### src/rtl/cpu_types_pkg.sv
// Shared CPU cache types: instruction-address split and frame layout at the default 16-set geometry.
package cpu_types_pkg;
    localparam int WORD_W = 32;
    localparam int IBYT_W = 2;
    localparam int IIDX_W = 4;
    localparam int ITAG_W = WORD_W - IIDX_W - IBYT_W;

    typedef logic [WORD_W-1:0] word_t;

    typedef struct packed {
        logic [ITAG_W-1:0] tag;
        logic [IIDX_W-1:0] idx;
        logic [IBYT_W-1:0] bytoff;
    } icachef_t;

    typedef struct packed {
        logic              valid;
        logic [ITAG_W-1:0] tag;
        word_t             data;
    } icache_frame_t;
endpackage

### src/rtl/icache_frame_array.sv
// SETS-entry valid/tag/data store: one write port, asynchronous read, synchronous bulk valid clear.
// A clear on the same edge as a write still stores tag and data but leaves the frame invalid.
module icache_frame_array
    import cpu_types_pkg::*;
#(
    parameter int SETS  = 16,
    parameter int TAG_W = 26,
    localparam int IDX_W = $clog2(SETS)
) (
    input  logic             clk,
    input  logic             rst_n,
    input  logic             clear,
    input  logic             wen,
    input  logic [IDX_W-1:0] widx,
    input  logic [TAG_W-1:0] wtag,
    input  word_t            wdata,
    input  logic [IDX_W-1:0] ridx,
    output logic             rvalid,
    output logic [TAG_W-1:0] rtag,
    output word_t            rdata
);
    logic [SETS-1:0]  valid;
    logic [TAG_W-1:0] tags [SETS];
    word_t            data [SETS];

    always_ff @(posedge clk or negedge rst_n) begin
        if (!rst_n) begin
            valid <= '0;
            for (int i = 0; i < SETS; i++) begin
                tags[i] <= '0;
                data[i] <= '0;
            end
        end else begin
            if (wen) begin
                tags[widx] <= wtag;
                data[widx] <= wdata;
            end
            if (clear)
                valid <= '0;
            else if (wen)
                valid[widx] <= 1'b1;
        end
    end

    assign rvalid = valid[ridx];
    assign rtag   = tags[ridx];
    assign rdata  = data[ridx];
endmodule

### src/rtl/icache.sv
// Direct-mapped read-only instruction cache; hits are combinational, misses fetch one word via IDLE/FETCH.
// Memory request and address are held steady for the whole FETCH state, until iwait falls.
module icache
    import cpu_types_pkg::*;
#(
    parameter int SETS     = 16,
    parameter int PC_WIDTH = 32
) (
    input  logic                CLK,
    input  logic                nRST,
    input  logic                imemREN,
    input  logic [PC_WIDTH-1:0] imemaddr,
    output logic                ihit,
    output word_t               imemload,
    output logic                iREN,
    output logic [PC_WIDTH-1:0] iaddr,
    input  logic                iwait,
    input  word_t               iload,
    input  logic                flush
);
    localparam int IDX_W = $clog2(SETS);
    localparam int TAG_W = PC_WIDTH - IBYT_W - IDX_W;

    typedef enum logic {IDLE, FETCH} icache_state_t;

    icache_state_t state, next_state;

    logic [PC_WIDTH-IBYT_W-1:0] miss_word;
    logic [IDX_W-1:0]           cur_idx, miss_idx;
    logic [TAG_W-1:0]           cur_tag, miss_tag, frame_tag;
    logic                       frame_valid, fill, unused_bytoff;

    assign cur_idx       = imemaddr[IDX_W+IBYT_W-1:IBYT_W];
    assign cur_tag       = imemaddr[PC_WIDTH-1:IDX_W+IBYT_W];
    assign miss_idx      = miss_word[IDX_W-1:0];
    assign miss_tag      = miss_word[PC_WIDTH-IBYT_W-1:IDX_W];
    assign unused_bytoff = ^imemaddr[IBYT_W-1:0];

    icache_frame_array #(.SETS(SETS), .TAG_W(TAG_W)) u_frames (
        .clk    (CLK),
        .rst_n  (nRST),
        .clear  (flush),
        .wen    (fill),
        .widx   (miss_idx),
        .wtag   (miss_tag),
        .wdata  (iload),
        .ridx   (cur_idx),
        .rvalid (frame_valid),
        .rtag   (frame_tag),
        .rdata  (imemload)
    );

    always_ff @(posedge CLK or negedge nRST) begin
        if (!nRST) state <= IDLE;
        else       state <= next_state;
    end

    // Only the word address is kept; the line is always fetched word-aligned.
    always_ff @(posedge CLK or negedge nRST) begin
        if (!nRST)
            miss_word <= '0;
        else if (state == IDLE && next_state == FETCH)
            miss_word <= imemaddr[PC_WIDTH-1:IBYT_W];
    end

    always_comb begin
        next_state = state;
        case (state)
            IDLE:    if (imemREN && !ihit) next_state = FETCH;
            FETCH:   if (!iwait)           next_state = IDLE;
            default: next_state = IDLE;
        endcase
    end

    always_comb begin
        ihit  = 1'b0;
        iREN  = 1'b0;
        iaddr = '0;
        fill  = 1'b0;
        case (state)
            IDLE: ihit = imemREN && frame_valid && (frame_tag == cur_tag) && !flush;
            FETCH: begin
                iREN  = 1'b1;
                iaddr = {miss_word, {IBYT_W{1'b0}}};
                fill  = !iwait;
            end
            default: ;
        endcase
    end
endmodule

### config.mk
export PLATFORM = sky130hd
export DESIGN_NAME = icache
export DESIGN_NICKNAME = d
export VERILOG_FILES = /design/src/rtl/cpu_types_pkg.sv /design/src/rtl/icache_frame_array.sv /design/src/rtl/icache.sv
export SDC_FILE = /design/constraint.sdc
export NUM_CORES = 1
export LEC_CHECK = 0
export BUFFER_PORTS_ARGS = -buffer_cell sky130_fd_sc_hd__buf_2
export CORE_ASPECT_RATIO = 0.75
export CORE_MARGIN = 2
export CORE_UTILIZATION = 50
export DETAILED_ROUTE_END_ITERATION = 8
export PLACE_DENSITY = 0.63
export SYNTH_ARGS = -nofsm -noshare
export SYNTH_HDL_FRONTEND = slang
export SYNTH_SLANG_ARGS = --single-unit
export TNS_END_PERCENT = 30
### constraint.sdc
create_clock -name CLK -period 4.02 [get_ports CLK]
set_input_delay 0.603 -clock CLK [delete_from_list [all_inputs] [get_ports CLK]]
set_output_delay 0.603 -clock CLK [all_outputs]
set_load 0.01 [all_outputs]
==> impl_metrics.env, run 1 <==
export IMPL_outcome="finished, violations left"
export IMPL_violations="hold timing"
export IMPL_final_cell_area_sq_mm=0.0501
export IMPL_cts_buffers=99
export IMPL_power_density_mw_per_mm2=674
export IMPL_nets=2944
export IMPL_hold_ws_ns=-0.00132
export IMPL_synth_edf_count=0
export IMPL_die_x_um=348
export IMPL_wl_per_cell_um=27.4
export IMPL_dr_wl_met3_um=4630
export IMPL_place_area_sq_mm=0.0467
export IMPL_rows=94
export IMPL_synthCells=2779
export IMPL_synth_flop_cell="dfrtp_1"
export IMPL_final_util=0.571
export IMPL_hold_viol=1
export IMPL_peakVddDrop_mv=0.345
export IMPL_via_count=24914
export IMPL_cts_resized=0
export IMPL_grt_max_degree=106
export IMPL_max_slew_margin=0.360
export IMPL_io_buffer_count=130
export IMPL_dp_cells=3926
export IMPL_pin_count=135
export IMPL_tightest_slew_ns=0.959
export IMPL_critPathArrivalTime_ns=3.15
export IMPL_die_y_um=262
export IMPL_multi_input_area_sq_mm=0.0189
export IMPL_crit_fanout=24
export IMPL_syn_area_sq_mm=0.0444
export IMPL_yosysWarnings=0
export IMPL_synthToLayoutAreaGrowth_pct=13.0
export IMPL_layout_drive_gt1_share=0.544
export IMPL_htree_levels=3
export IMPL_clock_sink_count=975
export IMPL_start_util=0.505
export IMPL_ys_ff_latch=975
export IMPL_drv_cap=0
export IMPL_p_leak_nw=23.2
export IMPL_setup_worst_path_class="in -> out"
export IMPL_clk_path_buf_depth=3
export IMPL_track_usage=0.251
export IMPL_critPathSlowestCell="mux4_2"
export IMPL_cp_cell_sequence="buf_8 > buf_4 > mux4_2 > mux2i_1 > xnor2_1 > nor2_1 > nand4_1 > a22oi_2 > and4_1 > buf_2"
export IMPL_clk_latency_ns=0.67
export IMPL_drv_slew=0
export IMPL_globalRouteOverflowTotal=0
export IMPL_cts_root_buf="clkbuf_16"
export IMPL_wl_um=112000
export IMPL_tns_ns=0
export IMPL_antenna_found_initial=5
export IMPL_synth_seq_area_share=0.550
export IMPL_async_reset_ff_frac=1.00
export IMPL_dr_max_layer_used="met5"
export IMPL_period_minus_slack_ns=3.76
export IMPL_die_area_sq_mm=0.0912
export IMPL_seq_area_sq_mm=0.0244
export IMPL_setup_violations=0
export IMPL_drc=0
export IMPL_max_freq_mhz=266
export IMPL_hold_buffers=0
export IMPL_skew_ns=0.0230
export IMPL_met2_length_um=53800
export IMPL_min_period_over_period=0.934
export IMPL_ant_nets=0
export IMPL_viasPerCell=6.06
export IMPL_end_kind="primary output"
export IMPL_rsz0062_at_grt="no"
export IMPL_place_congestion=0.775
export IMPL_cts_tree="yes"
export IMPL_cp_required_ns=3.42
export IMPL_stdcell_count=4110
export IMPL_worst_slack_ns=0.264
export IMPL_final_cell_mix="dfrtp_1 (975), mux2_2 (929), mux4_2 (223), buf_2 (126), mux2i_1 (102)"
export IMPL_dp_hpwl_um=65200
export IMPL_place_ws_ns=0.189
export IMPL_drt_pass1_iter_count=5
export IMPL_drt_iter0_markers=1690
export IMPL_max_stage_delay_ns=0.55
export IMPL_grt_pass1_vias=26569
export IMPL_core_area_sq_mm=0.0879
export IMPL_yosysUniqueCellTypes=48
export IMPL_avgSynthCellArea_sq_um=16.0
export IMPL_grt_pass1_wl_um=171000
export IMPL_postCtsSetupRepairBufs=0
export IMPL_hp_class="in -> async"
export IMPL_crit_path_start_kind="input port"
export IMPL_wl_met1_um=51900
export IMPL_cts_clk_slew_worst_paths_ns=0.06
export IMPL_nFillCells=6732
export IMPL_layout_commonest_cell="dfrtp_1"
per-stage QoR:
| step | hold WS (ns) | power, mW |
|---|---|---|
| finish | -0.00132 | 33.8 |
| global route | 0.0714 | 35.6 |
| CTS | 0.0348 | 34.1 |
| detailed placement | 0.486 | 24.5 |
| global placement | 0.472 | 23.7 |
| floorplan | 0.307 | 21.9 |
cells in the mapped netlist, types with 14 or more instances:
cell,instances,area share
a21oi_1,17,0.0019
a22oi_1,26,0.0044
and2_1,32,0.0045
buf_1,71,0.0060
buf_2,33,0.0037
clkbuf_1,119,0.010
dfrtp_1,975,0.55
mux2_2,929,0.24
mux2_4,30,0.010
mux2i_1,102,0.023
mux4_2,223,0.11
nand2_1,33,0.0028
nor2_1,20,0.0017
nor2b_1,14,0.0020
xnor2_1,27,0.0053
xor2_1,24,0.0047
per-layer routing:
layer	GRT usage	vias up
li1	-	10500
met1	0.364	13726
met2	0.406	527
met3	0.0353	159
met4	0.0587	2
met5	0	-
worst max-delay path, delay by kind of cell:
kind | cells | cell delay (ns)
XOR/XNOR | 1 | 0.10
AND/OR/NAND/NOR | 3 | 0.57
buffers and inverters | 3 | 0.80
multiplexers | 2 | 0.74
AO/OA/AOI/OAI | 1 | 0.31
cells by family after synthesis:
logic type	after synthesis	share of synthesized area
AOI/OAI and AO/OA	71	0.0122
xor gates and xnor gates	51	0.0101
buffers and inverters	258	0.0260
DFF	975	0.550
muxes	1291	0.386
other	1	0.0000845
and+or+nand+nor	132	0.0158
cell type report:
| type | instances | area share |
|---|---|---|
| clock buffer | 150 | 0.0603 |
| multi-input combinational | 1547 | 0.378 |
| clock inverter | 32 | 0.00756 |
| timing repair buffer | 240 | 0.0380 |
| antenna | 2 | 0.0000998 |
| inverter | 12 | 0.000923 |
| tap | 1152 | 0.0287 |
| sequential | 975 | 0.487 |
final timing paths:
path,from,endpoint,slack (ns),cells after the start
max reg2reg,state,u_frames.data[348],0.94,6
min,nRST,u_frames.tags[231],-0.001,1
max in group asynchronous,nRST,u_frames.data[376],2.81,2
min reg2reg,u_frames.tags[306],u_frames.tags[306],0.50,1
max,imemaddr[3],ihit,0.26,10
min in group CLK,imemaddr[19],miss_word[17],0.19,2
flip-flops by register name, indices dropped and copies added (netlist names):
register / cells
state: 1
u_frames.data: 512
u_frames.valid: 16
miss_word: 30
u_frames.tags: 416
report_power, final:
| group | total, mW | internal (mW) | switching, mW | leakage (nW) |
|---|---|---|---|---|
| logic | 8.20 | 5.28 | 2.92 | 8.91 |
| clock network | 9.53 | 5.63 | 3.89 | 1.69 |
| registers | 16.1 | 13.8 | 2.25 | 12.6 |
| total | 33.8 | 24.7 | 9.06 | 23.2 |
Power figures use the tool's default switching activity.
==> run 2, diff against run 1 <==
MAX_ROUTING_LAYER = met4   (was unset)
clock period = 4 ns   (was 4.02 ns; I/O delays follow)
==> run 2 against run 1 <==
Compared with the run above:
- critical path depth unchanged
- first-iteration DRC count increased by 1.2%
- die area unchanged
- flip-flop and latch count unchanged
- largest cell class unchanged
- largest power group unchanged
- non-clock buffer count increased by 16
- critical path type unchanged
- the flow still finishes with violations (hold timing)
==> impl_metrics.env, run 2 (synthesis gave the netlist of run 1 again) <==
export IMPL_tightest_slew_ns=0.948
export IMPL_min_period_over_period=0.964
export IMPL_wl_um=112000
export IMPL_cp_required_ns=3.40
export IMPL_max_slew_margin=0.363
export IMPL_globalRouteOverflowTotal=0
export IMPL_grt_pass1_wl_um=171000
export IMPL_dp_hpwl_um=67000
export IMPL_start_util=0.505
export IMPL_die_area_sq_mm=0.0912
export IMPL_drv_cap=0
export IMPL_critPathSlowestCell="a22oi_1"
export IMPL_track_usage=0.260
export IMPL_rsz0062_at_grt="no"
export IMPL_synthToLayoutAreaGrowth_pct=12.9
export IMPL_grt_busiest_layer="met2"
export IMPL_core_area_sq_mm=0.0879
export IMPL_top_regs="u_frames.data x512, u_frames.tags x416, miss_word x30"
export IMPL_htree_levels=3
export IMPL_p_leak_nw=23.2
export IMPL_drc=0
export IMPL_place_congestion=0.766
export IMPL_crit_family="compound AO/OA/AOI/OAI gates"
export IMPL_die_y_um=262
export IMPL_drt_pass1_iter_count=5
export IMPL_cts_tree="yes"
export IMPL_ant_nets=0
export IMPL_die_x_um=348
export IMPL_cts_resized=0
export IMPL_grt_max_degree=109
export IMPL_grtUsageMet2=0.402
export IMPL_clk_latency_ns=0.65
export IMPL_hold_buffers=0
export IMPL_cp_cell_sequence="buf_8 > buf_4 > mux2i_1 > xor2_1 > a22oi_1 > a211oi_1 > o2111a_1 > and4_1 > and4_1 > buf_2"
export IMPL_hold_ws_ns=-0.0112
export IMPL_io_buffer_count=130
export IMPL_clock_sink_count=975
export IMPL_setup_worst_path_class="in -> out"
export IMPL_p_total_mw=33.6
export IMPL_setup_violations=0
export IMPL_critPathArrivalTime_ns=3.26
export IMPL_outcome="finished, violations left"
export IMPL_antenna_found_initial=8
export IMPL_layout_commonest_cell="dfrtp_1"
export IMPL_grt_pass1_vias=26647
export IMPL_largest_register="u_frames.data"
export IMPL_via_count=24875
export IMPL_layout_drive_gt1_share=0.544
export IMPL_grt_met1_usage=0.364
export IMPL_drv_slew=0
export IMPL_cts_root_buf="clkbuf_16"
export IMPL_skew_ns=0.0155
export IMPL_viasPerCell=6.03
export IMPL_postCtsSetupRepairBufs=0
export IMPL_hold_viol=4
export IMPL_use_met3=0.0409
export IMPL_crit_fanout=29
export IMPL_wl_per_cell_um=27.2
export IMPL_tns_ns=0
export IMPL_nets=2959
export IMPL_final_cell_mix="dfrtp_1 (975), mux2_2 (929), mux4_2 (223), buf_2 (126)"
export IMPL_largest_reg_flops=512
export IMPL_period_minus_slack_ns=3.86
export IMPL_cts_buffers=98
export IMPL_rows=94
export IMPL_nFillCells=6804
export IMPL_end_kind="primary output"
export IMPL_max_stage_delay_ns=0.45
export IMPL_max_freq_mhz=259
export IMPL_clk_path_buf_depth=3
export IMPL_pin_count=135
export IMPL_crit_path_start_kind="input port"
export IMPL_power_density_mw_per_mm2=672
export IMPL_crit_buf_inv=3
export IMPL_drt_iter0_markers=1710
export IMPL_hp_class="in -> async"
export IMPL_cts_clk_slew_worst_paths_ns=0.06
export IMPL_crit_top_cell="and4_1"
export IMPL_violations="hold timing"
export IMPL_peakVddDrop_mv=0.341
-- run 2: cell types whose count changed in the layout (fill, tap and decap cells not counted), moves of 2 or more --
cell,previous run,this run
buf_4,79,95
bufinv_16,7,4
clkbuf_1,18,23
clkbuf_8,32,26
clkinv_2,21,17
clkinvlp_4,1,3
diode_2,2,6
-- run 2: cell type report --
cell class / count / area, sq um / share of cell area
Sequential cell: 975 / 24400 / 0.487
Multi-Input combinational cell: 1547 / 18900 / 0.378
Clock buffer: 150 / 2980 / 0.0595
Timing Repair Buffer: 256 / 2010 / 0.0402
Tap cell: 1152 / 1440 / 0.0288
Clock inverter: 25 / 248 / 0.00495
Inverter: 12 / 46.3 / 0.000924
Antenna cell: 6 / 15.0 / 0.000300
-- run 2: path summary, 6_finish.rpt --
check	end	depth (start not counted)	slack, ns	startpoint
max	ihit	10	0.14	imemaddr[3]
min	u_frames.tags[231]	1	-0.01	nRST
max reg2reg	u_frames.data[251]	5	0.47	state
min reg2reg	u_frames.valid[11]	2	0.50	u_frames.valid[11]
max in group asynchronous	u_frames.data[393]	2	2.71	nRST
min in group CLK	miss_word[9]	2	0.21	imemaddr[11]
-- run 2: routing by layer --
| metal | wire, um | up-vias |
|---|---|---|
| met1 | 51600 | 13641 |
| met4 | 2370 | 0 |
| met2 | 53100 | 537 |
| li1 | - | 10527 |
| met3 | 5230 | 170 |
| met5 | 0 | - |
-- run 2: stage by stage --
step	setup WS [ns]	instance area, sq um	utilization	hold slack, ns	instances
floorplan	0.210	44400	-	0.304	2780
global placement	0.140	46800	0.533	0.472	3942
detailed placement	0.152	46800	0.533	0.487	3942
CTS	0.161	50100	0.570	0.00105	4117
global route	0.0314	50100	0.570	0.0369	4123
finish	0.143	50100	0.570	-0.0112	4123
-- run 2: report_power, final --
group	internal (mW)	total, mW	switching [mW]
combinational	5.33	8.26	2.93
sequential	13.9	16.2	2.28
clock	5.37	9.20	3.83
-- run 2: worst register-to-register path: cells and delay by family (launching register included) --
kind / cells / cell delay [ns]
and+or+nand+nor: 3 / 1.65
muxes: 1 / 0.38
buffers and inverters: 1 / 0.41
DFF: 1 / 0.96
